==> src/rtl/wb_gpio_irq_if.sv <==
// ----------------------------------------------------------------------------
// wb_gpio_irq_if
// Wishbone classic slave bus bundle for the GPIO peripheral.
//   wb_adr_i  : byte address from the master (only [4:2] decoded by the slave)
//   wb_dat_i  : write data from the master
//   wb_sel_i  : byte lane enables
//   wb_we_i   : write enable
//   wb_cyc_i  : bus cycle in progress
//   wb_stb_i  : strobe / request
//   wb_dat_o  : registered read data from the slave
//   wb_ack_o  : transfer acknowledge from the slave
// Signal names keep the slave's point of view (_i = into slave).
// ----------------------------------------------------------------------------
interface wb_gpio_irq_if;
    logic [31:0] wb_adr_i;
    logic [31:0] wb_dat_i;
    logic [3:0]  wb_sel_i;
    logic        wb_we_i;
    logic        wb_cyc_i;
    logic        wb_stb_i;
    logic [31:0] wb_dat_o;
    logic        wb_ack_o;

    modport master (
        output wb_adr_i, wb_dat_i, wb_sel_i, wb_we_i, wb_cyc_i, wb_stb_i,
        input  wb_dat_o, wb_ack_o
    );

    modport slave (
        input  wb_adr_i, wb_dat_i, wb_sel_i, wb_we_i, wb_cyc_i, wb_stb_i,
        output wb_dat_o, wb_ack_o
    );
endinterface

==> src/rtl/wb_gpio_irq.sv <==
// ----------------------------------------------------------------------------
// wb_gpio_irq
// Parametrised Wishbone GPIO with per-pin direction, atomic toggle and
// rising/falling edge interrupts latched in a write-1-to-clear STATUS.
//   wb_clk_i   : single clock for all logic
//   wb_rst_n_i : asynchronous active-low reset
//   wb         : Wishbone slave bus (see wb_gpio_irq_if)
//   gpio_i     : asynchronous pad inputs
//   gpio_o     : pad output values (OUT register)
//   gpio_oe_o  : pad output enables (OE register, 1 = drive)
//   irq_o      : level interrupt, OR of STATUS
// Register map (byte offsets): 00 IN, 04 OUT, 08 OE, 0C TGL, 10 RISE_EN,
// 14 FALL_EN, 18 STATUS (W1C), 1C INFO.
// ----------------------------------------------------------------------------
module wb_gpio_irq #(
    parameter int               WIDTH       = 16,
    parameter int               SYNC_STAGES = 2,
    parameter logic [WIDTH-1:0] RESET_OUT   = '0,
    parameter logic [WIDTH-1:0] RESET_OE    = '0
) (
    input  logic             wb_clk_i,
    input  logic             wb_rst_n_i,
    wb_gpio_irq_if.slave     wb,
    input  logic [WIDTH-1:0] gpio_i,
    output logic [WIDTH-1:0] gpio_o,
    output logic [WIDTH-1:0] gpio_oe_o,
    output logic             irq_o
);

    typedef enum logic [2:0] {
        REG_IN     = 3'd0,
        REG_OUT    = 3'd1,
        REG_OE     = 3'd2,
        REG_TGL    = 3'd3,
        REG_RISE   = 3'd4,
        REG_FALL   = 3'd5,
        REG_STATUS = 3'd6,
        REG_INFO   = 3'd7
    } reg_sel_e;

    localparam logic [31:0] INFO_VALUE = {22'd0, 2'(SYNC_STAGES - 1), 2'b00, 6'(WIDTH)};

    logic [SYNC_STAGES-1:0][WIDTH-1:0] sync_q;
    logic [WIDTH-1:0] sync_w;
    logic [WIDTH-1:0] prev_q;
    logic [WIDTH-1:0] rise_w;
    logic [WIDTH-1:0] fall_w;
    logic [WIDTH-1:0] out_q;
    logic [WIDTH-1:0] oe_q;
    logic [WIDTH-1:0] rise_en_q;
    logic [WIDTH-1:0] fall_en_q;
    logic [WIDTH-1:0] status_q;
    logic [WIDTH-1:0] wmask_w;
    logic [WIDTH-1:0] wdata_w;
    logic [WIDTH-1:0] clr_w;
    logic [31:0]      lane_mask_w;
    logic [31:0]      rdata_w;
    logic [31:0]      dat_q;
    logic             ack_q;
    logic             access_w;
    logic             write_w;
    reg_sel_e         reg_sel_w;
    logic             unused_w;

    // An access is accepted only when no ack is pending, which both gives one
    // ack per request and inserts an idle cycle between acks while stb stays high.
    assign access_w  = wb.wb_cyc_i & wb.wb_stb_i & ~ack_q;
    assign write_w   = access_w & wb.wb_we_i;
    assign reg_sel_w = reg_sel_e'(wb.wb_adr_i[4:2]);

    // Byte lane gating applies to every write, including TGL and the STATUS clear.
    assign lane_mask_w = {{8{wb.wb_sel_i[3]}}, {8{wb.wb_sel_i[2]}},
                          {8{wb.wb_sel_i[1]}}, {8{wb.wb_sel_i[0]}}};
    assign wmask_w = lane_mask_w[WIDTH-1:0];
    assign wdata_w = wb.wb_dat_i[WIDTH-1:0] & wmask_w;
    assign clr_w   = (write_w && reg_sel_w == REG_STATUS) ? wdata_w : '0;

    assign sync_w = sync_q[SYNC_STAGES-1];
    assign rise_w = sync_w & ~prev_q;
    assign fall_w = ~sync_w & prev_q;

    assign gpio_o      = out_q;
    assign gpio_oe_o   = oe_q;
    assign irq_o       = |status_q;
    assign wb.wb_ack_o = ack_q;
    assign wb.wb_dat_o = dat_q;

    // Address bits outside [4:2], upper data bits and lane bits beyond WIDTH
    // are deliberately ignored.
    assign unused_w = ^{wb.wb_adr_i[31:5], wb.wb_adr_i[1:0], wb.wb_dat_i, lane_mask_w};

    // Synchroniser chain for the asynchronous pads plus the one-cycle delayed
    // copy used for edge detection. Pins driven by us still feed this path.
    always_ff @(posedge wb_clk_i or negedge wb_rst_n_i) begin
        if (!wb_rst_n_i) begin
            sync_q <= '0;
            prev_q <= '0;
        end else begin
            sync_q[0] <= gpio_i;
            for (int s = 1; s < SYNC_STAGES; s++) begin
                sync_q[s] <= sync_q[s-1];
            end
            prev_q <= sync_w;
        end
    end

    // Read data mux; bits at or above WIDTH read 0 and TGL always reads 0.
    always_comb begin
        rdata_w = '0;
        case (reg_sel_w)
            REG_IN:     rdata_w[WIDTH-1:0] = sync_w;
            REG_OUT:    rdata_w[WIDTH-1:0] = out_q;
            REG_OE:     rdata_w[WIDTH-1:0] = oe_q;
            REG_RISE:   rdata_w[WIDTH-1:0] = rise_en_q;
            REG_FALL:   rdata_w[WIDTH-1:0] = fall_en_q;
            REG_STATUS: rdata_w[WIDTH-1:0] = status_q;
            REG_INFO:   rdata_w = INFO_VALUE;
            default:    rdata_w = '0;
        endcase
    end

    // Bus handshake: ack and read data are registered together so dat_o is
    // valid exactly while ack is high and zero otherwise.
    always_ff @(posedge wb_clk_i or negedge wb_rst_n_i) begin
        if (!wb_rst_n_i) begin
            ack_q <= 1'b0;
            dat_q <= '0;
        end else begin
            ack_q <= access_w;
            dat_q <= access_w ? rdata_w : '0;
        end
    end

    // Control registers; writes land on the same edge that raises ack.
    always_ff @(posedge wb_clk_i or negedge wb_rst_n_i) begin
        if (!wb_rst_n_i) begin
            out_q     <= RESET_OUT;
            oe_q      <= RESET_OE;
            rise_en_q <= '0;
            fall_en_q <= '0;
        end else if (write_w) begin
            case (reg_sel_w)
                REG_OUT:  out_q     <= (out_q & ~wmask_w) | wdata_w;
                REG_OE:   oe_q      <= (oe_q & ~wmask_w) | wdata_w;
                REG_TGL:  out_q     <= out_q ^ wdata_w;
                REG_RISE: rise_en_q <= (rise_en_q & ~wmask_w) | wdata_w;
                REG_FALL: fall_en_q <= (fall_en_q & ~wmask_w) | wdata_w;
                default:  ;
            endcase
        end
    end

    // Edge status: a new enabled event in the same cycle as a clear keeps the
    // bit set, so set terms are ORed in after the clear is applied.
    always_ff @(posedge wb_clk_i or negedge wb_rst_n_i) begin
        if (!wb_rst_n_i) begin
            status_q <= '0;
        end else begin
            status_q <= (status_q & ~clr_w) | (rise_w & rise_en_q) | (fall_w & fall_en_q);
        end
    end

endmodule
==> src/flat_wrapper.sv <==
// flat-port wrapper written by rule: the top's interface ports become plain ports
module wb_gpio_irq_flat 
#(
    parameter int               WIDTH       = 16,
    parameter int               SYNC_STAGES = 2,
    parameter logic [WIDTH-1:0] RESET_OUT   = '0,
    parameter logic [WIDTH-1:0] RESET_OE    = '0
)
  (wb_clk_i, wb_rst_n_i, gpio_i, gpio_o, gpio_oe_o, irq_o, wb_wb_adr_i, wb_wb_dat_i, wb_wb_sel_i, wb_wb_we_i, wb_wb_cyc_i, wb_wb_stb_i, wb_wb_dat_o, wb_wb_ack_o);
  wb_gpio_irq_if wb_i ();
  input  logic wb_clk_i;
  input  logic wb_rst_n_i;
  input  logic [WIDTH-1:0] gpio_i;
  output logic [WIDTH-1:0] gpio_o;
  output logic [WIDTH-1:0] gpio_oe_o;
  output logic irq_o;
  input wire logic [$bits(wb_i.wb_adr_i)-1:0] wb_wb_adr_i;
  input wire logic [$bits(wb_i.wb_dat_i)-1:0] wb_wb_dat_i;
  input wire logic [$bits(wb_i.wb_sel_i)-1:0] wb_wb_sel_i;
  input wire logic [$bits(wb_i.wb_we_i)-1:0] wb_wb_we_i;
  input wire logic [$bits(wb_i.wb_cyc_i)-1:0] wb_wb_cyc_i;
  input wire logic [$bits(wb_i.wb_stb_i)-1:0] wb_wb_stb_i;
  output wire logic [$bits(wb_i.wb_dat_o)-1:0] wb_wb_dat_o;
  output wire logic [$bits(wb_i.wb_ack_o)-1:0] wb_wb_ack_o;
  assign wb_i.wb_adr_i = wb_wb_adr_i;
  assign wb_i.wb_dat_i = wb_wb_dat_i;
  assign wb_i.wb_sel_i = wb_wb_sel_i;
  assign wb_i.wb_we_i = wb_wb_we_i;
  assign wb_i.wb_cyc_i = wb_wb_cyc_i;
  assign wb_i.wb_stb_i = wb_wb_stb_i;
  assign wb_wb_dat_o = wb_i.wb_dat_o;
  assign wb_wb_ack_o = wb_i.wb_ack_o;
  wb_gpio_irq #(.WIDTH(WIDTH), .SYNC_STAGES(SYNC_STAGES), .RESET_OUT(RESET_OUT), .RESET_OE(RESET_OE)) u_core (.wb_clk_i(wb_clk_i), .wb_rst_n_i(wb_rst_n_i), .wb(wb_i), .gpio_i(gpio_i), .gpio_o(gpio_o), .gpio_oe_o(gpio_oe_o), .irq_o(irq_o));
endmodule
==> config.mk <==
export PLATFORM = sky130hd
export DESIGN_NAME = wb_gpio_irq_flat
export DESIGN_NICKNAME = d
export VERILOG_FILES = /design/src/rtl/wb_gpio_irq_if.sv /design/src/rtl/wb_gpio_irq.sv /design/src/flat_wrapper.sv
export SDC_FILE = /design/constraint.sdc
export NUM_CORES = 1
export LEC_CHECK = 0
export CAP_MARGIN = 30
export CORE_MARGIN = 2
export CORE_UTILIZATION = 53
export DETAILED_ROUTE_END_ITERATION = 16
export PLACE_DENSITY = 0.85
export SLEW_MARGIN = 20
export SYNTH_ARGS = -nofsm -noshare
export SYNTH_HDL_FRONTEND = slang
export SYNTH_SLANG_ARGS = --single-unit
==> constraint.sdc <==
create_clock -name wb_clk_i -period 4.05 [get_ports wb_clk_i]
set_input_delay 1.0125 -clock wb_clk_i [delete_from_list [all_inputs] [get_ports wb_clk_i]]
set_output_delay 1.0125 -clock wb_clk_i [all_outputs]
set_load 0.005 [all_outputs]
After elaboration in Yosys (flattened, before gate mapping)
Cells that the tools add are included.
Cells by class
  bitwise logic cells: 25
  reductions and logical operators: 8
  multiplexer cells: 4
  equal/unequal tests: 7
Operators by type and width (number)
  $and A16 B16 Y16: 10
  $pmux W16 S7: 1
  $or A16 B16 Y16: 6
  $not A16 Y16: 4
  $mux W16: 2
  $pmux W16 S2: 1
  $reduce_or A16 Y1: 1
  $xor A16 B16 Y16: 1
  $eq A3 B3 Y1 const B: 4
  $reduce_and A2 Y1: 4
  $eq A3 B2 Y1 const B: 2
  $and A1 B1 Y1: 3
  $eq A3 B1 Y1 const B: 1
  $logic_not A3 Y1: 1
  $reduce_bool A2 Y1: 1
  $logic_and A1 B1 Y1: 1
  $not A1 Y1: 1
Storage, ports and cells
  register bits after elaboration: 161

Depth between registers and ports, before layout
  depth in word-level cells: 9
  mapped depth: 6

Least setup slack after synthesis
No wires, ideal clock.
  path kind: input port to flip-flop
  start: input wb_wb_adr_i[3]
  end: register u_core.dat_q[14], in the netlist u_core.wb.wb_dat_o[14]
  data arrival time: 1.994 ns
  stages: 5
  setup slack: 1.932 ns
  path buffers: 2
  library setup time: 0.124 ns
  cells stage by stage: buf_2 buf_2 mux2_2 a22oi_1 a21oi_1
Between the ends
  longest elaborated chain between the ends: 3
RTL lines
  start: declaration: RTL line flat_wrapper.sv:17  | input wire logic [$bits(wb_i.wb_adr_i)-1:0] wb_wb_adr_i;
  $eq A3 B3 Y1, or another cell as far along: RTL line wb_gpio_irq.sv:110  | case (reg_sel_w)
  $pmux W16 S7 (*): RTL line wb_gpio_irq.sv:110
  $mux W16 (*): RTL line wb_gpio_irq.sv:130  | dat_q <= access_w ? rdata_w : '0;
  end signal: assignment: RTL line wb_gpio_irq.sv:130
  end: declaration: RTL line wb_gpio_irq.sv:58  | logic [31:0] dat_q;
Mark *: on every way between the ends. The rest lies on a longest branch, timed or not.
A chain may end at the register's enable or synchronous reset.

Worst setup path in the final report
  start: register u_core.status_q[3]
  end: output irq_o
Between the ends
  longest elaborated chain between the ends: 1
RTL lines
  start: declaration: RTL line wb_gpio_irq.sv:52  | logic [WIDTH-1:0] status_q;
  start signal: assignment: RTL line wb_gpio_irq.sv:159  | status_q <= (status_q & ~clr_w) | (rise_w & rise_en_q) | (fall_w & fall_en_q);
  $reduce_or A16 Y1: RTL line wb_gpio_irq.sv:84  | assign irq_o = |status_q;
  end: declaration: RTL line flat_wrapper.sv:16  | output logic irq_o;
Every way passes these cells.

==> summary.md <==
| Metric | Value |
|---|---|
| Status | `completed` |
| CTS Sinks | `145` |
| Skew final | `9.20 ps` |
| Aggregate negative setup slack | `0 ps` |
| CTS hold repair buffers | `0` |
| RSZ-0062 raised after global routing | `no` |
| Antenna diode count | `0` |
| Most area-consuming cells after synthesis | `dfrtp_1, mux2_2, a21oi_1, o21ai_0, buf_4` |
| Final Hold Fails | `0` |
| Tmin final | `2960 ps` |
| Register-to-Register Setup Slack | `~1900 ps` |
| Critical Path RT | `3040 ps` |
| FP Rows | `40` |
| Average via count per standard cell | `6.09` |
| Maximum clock frequency | `338 MHz` |
| Initial DRC Count | `319` |
| Resized Gates After CTS | `0` |
| Clk_lat worst skew | `~430 ps` |
| Routed wire length | `between 15 and 20 mm` |
| Setup Viol. Count Final | `0` |
| Total grt overflow | `0` |
| Post-synth top area share | `57.0%` |
| Commonest non-fill, non-tap cells in the layout | `dfrtp_1, clkdlybuf4s50_1, mux2_2` |
| Period utilization | `approximately three quarters` |
| Mapped cell area | `0.00637 mm²` |
| Clock buffer depth | `2` |
| Hold path depth | `0` |
| Worst EP arrival | `1950 ps` |
| Worst-path fanout max | `3` |
| Max-Cap Viols | `0` |
| Io pins | `155` |
| Nature of the critical path endpoint | `output pin` |
| Placed wire-length estimate | `9.93 mm` |
| Largest net degree at the start of global routing | `85` |
| Pwr dens | `between 400 and 500 mW/mm²` |
| CTS tree | `built` |
| Die Y | `114 µm` |
| Final ANT Viol Nets | `0` |
| Slew Limit Headroom | `34.7%` |
| Clk slew on worst S/H paths | `roughly 60 ps` |
| Worst reg2reg path depth | `4` |
| Final-report max-slew violation count | `0` |
| Post-synth top area cell | `dfrtp_1` |
| # port buffers | `slightly above 90` |
| Cell count after synthesis | `514` |
| FF-to-FF Start | `u_core.wb.wb_ack_o$_DFF_PN0_` |
| DRT Pass-1 Iters | `5` |
| P&R area growth vs syn | `25.2%` |
| Synthesis-stage register bit count | `145` |
| Sequential area share after synthesis | `57.0%` |
| Drt drc | `0` |
| Fin worst setup slack | `1090 ps` |
| Share of cells above drive strength 1 | `20.9%` |
| DIE AREA | `0.0129 mm²` |
| Netlist cell types | `between 40 and 50` |
| Routed vias | `4682` |
| Chip width | `between 100 and 150 µm` |
| Warning count from the yosys run | `0` |
| Vias in the first global route | `4850` |
| Wire per inst | `20.1 µm` |
| First-pass GRT wire length | `roughly 25 mm` |
| Crit start category | `register` |
| Core Region | `0.0119 mm²` |
| Starting Density | `between 50% and 60%` |
| Root Buffer | `clkbuf_16` |
| GRT Total Usage | `between 20% and 30%` |
| Peak supply drop | `299 µV` |
| Worst-margin pin slew | `~1000 ps` |
| H-tree Lvls | `4` |
| Gpl congestion | `approximately 0.80` |
| Commonest non-fill, non-tap cell in the layout | `dfrtp_1` |
| Leakage | `3.50 nW` |
| Inserted Clock Buffers | `17` |
| Dpl ws | `approximately 900 ps` |
| NumNets Final | `698` |
| # Post-CTS Setup Buffers | `0` |
| Mean post-synth cell area | `12.4 µm²` |
| Worst Hold Launch | `u_core.sync_q[15]$_DFF_PN0_` |
| Worst hold path endpoint | `u_core.sync_w[15]$_DFF_PN0_` |
| Crit path kind | `register to output pin` |
| Antenna violations before repair | `0` |
| Hold WC Path Type | `register to register` |
-- per-stage QoR --
stage	instance area, µm²	hold slack, ps	power, mW	utilization, %	instances
3_5_place_dp	7370	335	2.34	62.1	737
6_report	7970	347	3.90	67.2	769
3_3_place_gp	7370	332	2.30	62.1	737
5_1_grt	7970	350	4.06	67.2	769
2_1_floorplan	6420	331	2.05	-	529
4_1_cts	7970	348	3.91	67.2	769
-- critical path, cell delays in order, from the launching register on --
cell,delay [ps]
dfrtp_1,400
nor4_1,440
nand4_1,190
clkdlybuf4s50_1,500
-- Yosys cell counts (all sizes together) --
cell     number
nor2b         2
and2          1
nor4          4
inv           2
o21ai        34
nand3b       16
mux4          2
mux2i        11
nand4        11
a21boi        5
mux2         72
conb          1
a41o          1
a31oi        10
and4b         2
dfrtp       145
nor3b         1
a21oi        34
and3          1
and2b         3
nand2        25
a21o         17
a22oi         9
nor2          4
nand3        27
and3b         8
buf          38
a41oi         7
o32a          1
o211a         1
a211o        11
clkbuf        7
o2111ai       1
-- worst max path at each step --
| stage | end | slack [ps] | depth (start not counted) | from |
|---|---|---|---|---|
| after floorplan | u_core.wb.wb_dat_o[14]$_DFF_PN0_ | 1930 | 5 | wb_wb_adr_i[3] |
| after global placement | register | 960 | 4 | wb_wb_cyc_i |
| after detailed placement | register | 900 | 4 | wb_wb_cyc_i |
| after CTS | irq_o | 1080 | 3 | u_core.status_q[3]$_DFF_PN0_ |
| after global routing | irq_o | 1020 | 3 | u_core.status_q[2]$_DFF_PN0_ |
| final | irq_o | 1090 | 3 | u_core.status_q[3]$_DFF_PN0_ |
-- report_power, final --
part	switching [mW]	total [mW]	internal, mW
sequential	0.155	1.78	1.62
combinational	0.230	0.545	0.315
clock	0.596	1.58	0.984
-- cell families (layout without fill, tap and decap cells) --
| kind of cell | after synthesis | count (layout) | share of synthesized area (%) |
|---|---|---|---|
| AOI/OAI and AO/OA | 131 | 131 | 13.1 |
| buffers and inverters | 47 | 140 | 4.36 |
| DFF | 145 | 145 | 57.0 |
| muxes | 85 | 85 | 15.2 |
| other | 1 | 16 | 0.0589 |
| and+or+nand+nor | 105 | 105 | 10.4 |
-- final cells by class --
type | count | area [µm²]
multi-input cells | 337 | 2520
inverters | 2 | 7.51
fillers | 831 | 3890
clock buffers | 23 | 498
well taps | 147 | 184
repair buffers | 106 | 1030
flip-flops and latches | 145 | 3630
clock inverters | 9 | 104
-- metal layers --
layer,routed length (µm),track usage (%)
met2,7380,38.5
met5,0,0
met1,6600,33.3
met4,454,12.4
met3,1050,7.86
Note: power is estimated with default switching activity, not from simulation.
